### config.mk
export PLATFORM = sky130hd
export DESIGN_NAME = boot_loader
export DESIGN_NICKNAME = d
export VERILOG_FILES = /design/src/rtl/boot_loader.sv
export SDC_FILE = /design/constraint.sdc
export NUM_CORES = 1
export LEC_CHECK = 0
export CAP_MARGIN = 15
export CORE_MARGIN = 1.5
export CORE_UTILIZATION = 60
export DETAILED_ROUTE_END_ITERATION = 6
export DONT_BUFFER_PORTS = 1
export PLACE_DENSITY = 0.82
export SYNTH_ARGS = -nofsm -noshare
export SYNTH_HDL_FRONTEND = slang
export SYNTH_SLANG_ARGS = --single-unit
### constraint.sdc
create_clock -name clk -period 8.38 [get_ports clk]
set_input_delay 0.838 -clock clk [delete_from_list [all_inputs] [get_ports clk]]
set_output_delay 0.838 -clock clk [all_outputs]
set_load 0.05 [all_outputs]
### src/rtl/boot_loader.sv
// Boot loader: packs a little-endian byte stream into 32-bit words, writes them to instruction memory, then releases the core.
// Optional trailing XOR checksum byte is enabled by defining BOOT_LOADER_CHECKSUM_EN.
module boot_loader #(
    parameter logic [31:0] BASE_ADDR      = 32'h0000_0000,
    parameter int          MAX_WORDS      = 256,
    parameter int          TIMEOUT_CYCLES = 100000
) (
    input  logic        clk,
    input  logic        rst,
    input  logic        start,
    input  logic        byte_valid,
    input  logic [7:0]  byte_data,
    output logic        byte_ready,
    output logic [31:0] instr_word,
    output logic        i_wr_e,
    output logic [31:0] wr_addr,
    output logic [31:0] pc_rst_vec,
    output logic        core_rst_n,
    output logic [15:0] words_loaded,
    output logic        done,
    output logic        error
);
    localparam logic [2:0] S_IDLE  = 3'd0;
    localparam logic [2:0] S_HDR   = 3'd1;
    localparam logic [2:0] S_LOAD  = 3'd2;
    localparam logic [2:0] S_WRITE = 3'd3;
    localparam logic [2:0] S_DONE  = 3'd4;
    localparam logic [2:0] S_ERR   = 3'd5;
`ifdef BOOT_LOADER_CHECKSUM_EN
    localparam logic [2:0] S_CHK   = 3'd6;
    localparam logic [2:0] S_LAST  = S_CHK;
`else
    localparam logic [2:0] S_LAST  = S_DONE;
`endif

    localparam int            TW      = $clog2(TIMEOUT_CYCLES + 1);
    localparam logic [TW-1:0] TO_LAST = TW'(TIMEOUT_CYCLES - 1);
    localparam logic [31:0]   MAX_N   = 32'(MAX_WORDS);

    logic [2:0]    r_state;
    logic [1:0]    r_byte_idx;
    logic [23:0]   r_asm;
    logic [31:0]   r_count;
    logic [15:0]   r_words;
    logic [31:0]   r_instr;
    logic [31:0]   r_addr;
    logic [TW-1:0] r_idle;
    logic          r_armed;
`ifdef BOOT_LOADER_CHECKSUM_EN
    logic [7:0]    r_xor;
`endif

    logic        w_accept;
    logic [31:0] w_word;
    logic        w_timeout;
    logic        w_more;

`ifdef BOOT_LOADER_CHECKSUM_EN
    assign byte_ready = (r_state == S_HDR) || (r_state == S_LOAD) || (r_state == S_CHK);
`else
    assign byte_ready = (r_state == S_HDR) || (r_state == S_LOAD);
`endif
    assign w_accept  = byte_valid && byte_ready;
    // Incoming byte lands on top; after four bytes the first one sits in [7:0].
    assign w_word    = {byte_data, r_asm};
    assign w_timeout = r_armed && byte_ready && !w_accept && (r_idle == TO_LAST);
    assign w_more    = ({16'd0, r_words} + 32'd1) < r_count;

    assign i_wr_e       = (r_state == S_WRITE);
    assign instr_word   = r_instr;
    assign wr_addr      = r_addr;
    assign pc_rst_vec   = BASE_ADDR;
    assign core_rst_n   = (r_state == S_DONE);
    assign done         = (r_state == S_DONE);
    assign error        = (r_state == S_ERR);
    assign words_loaded = r_words;

    // NOTE: non-blocking assignments throughout, so every branch reads the pre-edge register values.
    always_ff @(posedge clk or posedge rst) begin
        if (rst) begin
            r_state    <= S_IDLE;
            r_byte_idx <= 2'd0;
            r_asm      <= 24'd0;
            r_count    <= 32'd0;
            r_words    <= 16'd0;
            r_instr    <= 32'd0;
            r_addr     <= BASE_ADDR;
            r_idle     <= '0;
            r_armed    <= 1'b0;
`ifdef BOOT_LOADER_CHECKSUM_EN
            r_xor      <= 8'd0;
`endif
        end else if (start) begin
            r_state    <= S_HDR;
            r_byte_idx <= 2'd0;
            r_asm      <= 24'd0;
            r_count    <= 32'd0;
            r_words    <= 16'd0;
            r_idle     <= '0;
            r_armed    <= 1'b0;
`ifdef BOOT_LOADER_CHECKSUM_EN
            r_xor      <= 8'd0;
`endif
        end else begin
            // Idle timer only runs once the first header byte has arrived.
            if (w_accept) begin
                r_idle  <= '0;
                r_armed <= 1'b1;
            end else if (byte_ready && r_armed) begin
                r_idle <= r_idle + 1'b1;
            end

            case (r_state)
                S_HDR: begin
                    if (w_timeout) begin
                        r_state <= S_ERR;
                    end else if (w_accept) begin
                        r_byte_idx <= r_byte_idx + 2'd1;
                        r_asm      <= w_word[31:8];
                        if (r_byte_idx == 2'd3) begin
                            r_count <= w_word;
                            r_state <= ((w_word == 32'd0) || (w_word > MAX_N)) ? S_ERR : S_LOAD;
                        end
                    end
                end
                S_LOAD: begin
                    if (w_timeout) begin
                        r_state <= S_ERR;
                    end else if (w_accept) begin
                        r_byte_idx <= r_byte_idx + 2'd1;
                        r_asm      <= w_word[31:8];
`ifdef BOOT_LOADER_CHECKSUM_EN
                        r_xor      <= r_xor ^ byte_data;
`endif
                        if (r_byte_idx == 2'd3) begin
                            r_instr <= w_word;
                            r_addr  <= BASE_ADDR + {14'd0, r_words, 2'b00};
                            r_state <= S_WRITE;
                        end
                    end
                end
                S_WRITE: begin
                    r_words <= r_words + 16'd1;
                    r_state <= w_more ? S_LOAD : S_LAST;
                end
`ifdef BOOT_LOADER_CHECKSUM_EN
                S_CHK: begin
                    if (w_timeout) begin
                        r_state <= S_ERR;
                    end else if (w_accept) begin
                        r_state <= (byte_data == r_xor) ? S_DONE : S_ERR;
                    end
                end
`endif
                default: ;
            endcase
        end
    end
endmodule
==> run metrics <==
Critical Path Source Type register; Total GRT Usage 0.246; Root Driver clkbuf_16; critical path class register to register; Area growth syn-to-layout 8.45%; final hold violation count 0; Placement Setup Slack 4.62 ns; CP top delay family compound AO/OA/AOI/OAI gates; dominant synthesized flop cell dfrtp_1; overall power 1.60 mW; grt ovf 0; top cells by area, synth dfrtp_1 (51%), nand2_1 (8.1%), mux2_2 (7.4%); Std-Cell Core Area approximately 0.011 mm²; row count 39; Cell Area, Synth 0.00700 mm²; Post-synth ARST share 1.00; Yosys top cell area share 0.511; Distinct cells, synth 42; Max clock buf depth 2; Crit path buffers/inverters 0; status complete, no violations; pin count of the biggest net entering global routing 87; fraction of layout cells with a size suffix above 1 0.123; synthesized flop and latch total 143; number of port buffers 0; Yosys top cell by area dfrtp_1; Critical Path, Cell by Cell ha_1 -> and3_1 -> and3_1 -> nand3_1 -> nor2_1 -> xor2_1 -> ha_1 -> nand2_1 -> o21ai_0 -> a2111oi_0 -> o21ai_0 -> a211o_1 -> a21oi_1; crit end category register; final core utilization 0.665; Routed Antenna Nets 0; DR vias/cell 5.72; Synth warnings 0; Die W 111 µm; DR WL/cell around 17 µm; most frequent cells in the layout nand2_1 (151), dfrtp_1 (143), a21oi_1 (75), conb_1 (48); # Post-CTS Setup Buffers 0; worst vdd ir 0.179 mV; clk slew on worst S/H paths about 0.060 ns; Total Neg Setup Slack 0 ns; DRT iter0 DRCs 339; TritonCTS clock tree yes; commonest non-fill, non-tap cell in the layout nand2_1; Inserted Clock Buffers 17; DRC 0; WL final roughly 14000 µm; CTS Sinks approximately 140; max-slew violations 0; P_leak 3.50 nW; Setup-failing EPs final 0; sequential share of the synthesized area 0.511; Max stage delay on crit path ~0.75 ns; cts repair resizes 0; syn avg cell area 9.70 µm²; RSZ-0062 raised after global routing false; n_diodes 0; clock latency on the worst-skew pair around 0.43 ns; filler cell count 880; worst hold slack 0.319 ns; synthesized instance count ~720; vias in the first global route 4980; Tmin final about 3.8 ns; total die area ~0.012 mm²; critical path arrival roughly 4.1 ns; PwrDens 211 mW/mm²; DRT Pass-1 Iters 5; fmax about 270 MHz; Final Net Count 744; fin crit share 0.449; global-route wire length before repair 24100 µm; post-route clock skew 0.0173 ns; # IOs 129; critical path's slowest cell dfrtp_1; DP HPWL approximately 9500 µm; Post-synth EDFFs 0; H-tree depth 4; Worst EP required 8.73 ns; worst setup margin 4.62 ns; initial antenna violation count 0; Rel. slew slack 0.338; gpl congestion between 0.8 and 0.9; Worst Hold Class input pin to asynchronous set/reset pin; MaxCap Viol Count 0; Slew @ Worst Pin 0.992 ns; Vias 4972; chip height 111 µm; largest fanout on the critical path 7; hold_buf cts 0; initial core utilization 0.613
-- synthesized netlist by cell type (9+ instances only) --
cell type and n:
dfrtp_1 143, o21ai_0 15, buf_2 9, buf_4 49, nor2_1 46, clkbuf_1 20, xor2_1 20, inv_1 24
mux2_2 46, ha_1 19, nand2_1 151, xnor2_1 22, a21oi_1 75, nor3_1 9, nor4_1 11, nand3_1 14
-- path summary, 6_finish.rpt --
kind / start / to / slack (ns) / cells after the start
setup / recovery: words_loaded[0] / r_state[1] / 4.62 / 13
hold / removal: rst / words_loaded[4] / 0.32 / 1
setup reg to reg: words_loaded[0] / r_state[1] / 4.62 / 13
max in group asynchronous: rst / r_asm[1] / 6.89 / 3
hold reg to reg: r_count[0] / r_count[0] / 0.52 / 2
min in group clk: start / r_armed / 0.47 / 1
-- flip-flops by register name (all words and copies together) (netlist names) --
register and cells:
r_idle 17, r_count 32, r_byte_idx 2, instr_word 32, r_asm 24, r_state 3, wr_addr 16, r_armed 1
words_loaded 16
-- metrics by stage --
stage / instances / area [µm²]
final: 869 / 7600
after CTS: 866 / 7530
after global routing: 869 / 7600
after detailed placement: 834 / 6910
after global placement: 834 / 6910
after floorplan: 769 / 7180
-- layer usage --
metal / part of all wire / up-vias / global-route usage
met3: 0.082 / 27 / 0.0940
li1: - / 2297 / -
met5: 0 / - / 0
met4: 0.019 / 0 / 0.109
met1: 0.40 / 2445 / 0.293
met2: 0.50 / 203 / 0.399
-- logic make-up (layout without fill, tap and decap cells) --
| kind of cell | after synthesis | in the layout | synth area share |
|---|---|---|---|
| buf+inv | 107 | 64 | 0.0852 |
| mux | 46 | 46 | 0.0740 |
| other cells | 1 | 48 | 0.000535 |
| compound gates | 99 | 99 | 0.0750 |
| fa+ha+maj | 20 | 20 | 0.0354 |
| xor+xnor | 42 | 42 | 0.0525 |
| flops | 143 | 143 | 0.511 |
| simple gates | 264 | 264 | 0.166 |
-- report_power, final --
group / total (mW) / internal (mW) / switching [mW]
clock network: 0.792 / 0.513 / 0.279
registers: 0.710 / 0.699 / 0.0113
logic: 0.0989 / 0.0137 / 0.0852
total: 1.60 / 1.23 / 0.375
-- area by class of cell --
cell class / instances / area (µm²) / share of cell area
clock inverters: 10 / 159 / 0.0209
flip-flops and latches: 143 / 3580 / 0.471
inverters: 25 / 98.8 / 0.0130
clock buffers: 22 / 464 / 0.0611
well taps: 143 / 179 / 0.0236
repair buffers: 7 / 96.3 / 0.0127
multi-input cells: 519 / 3020 / 0.398
Note: power is estimated with default switching activity, not from simulation.
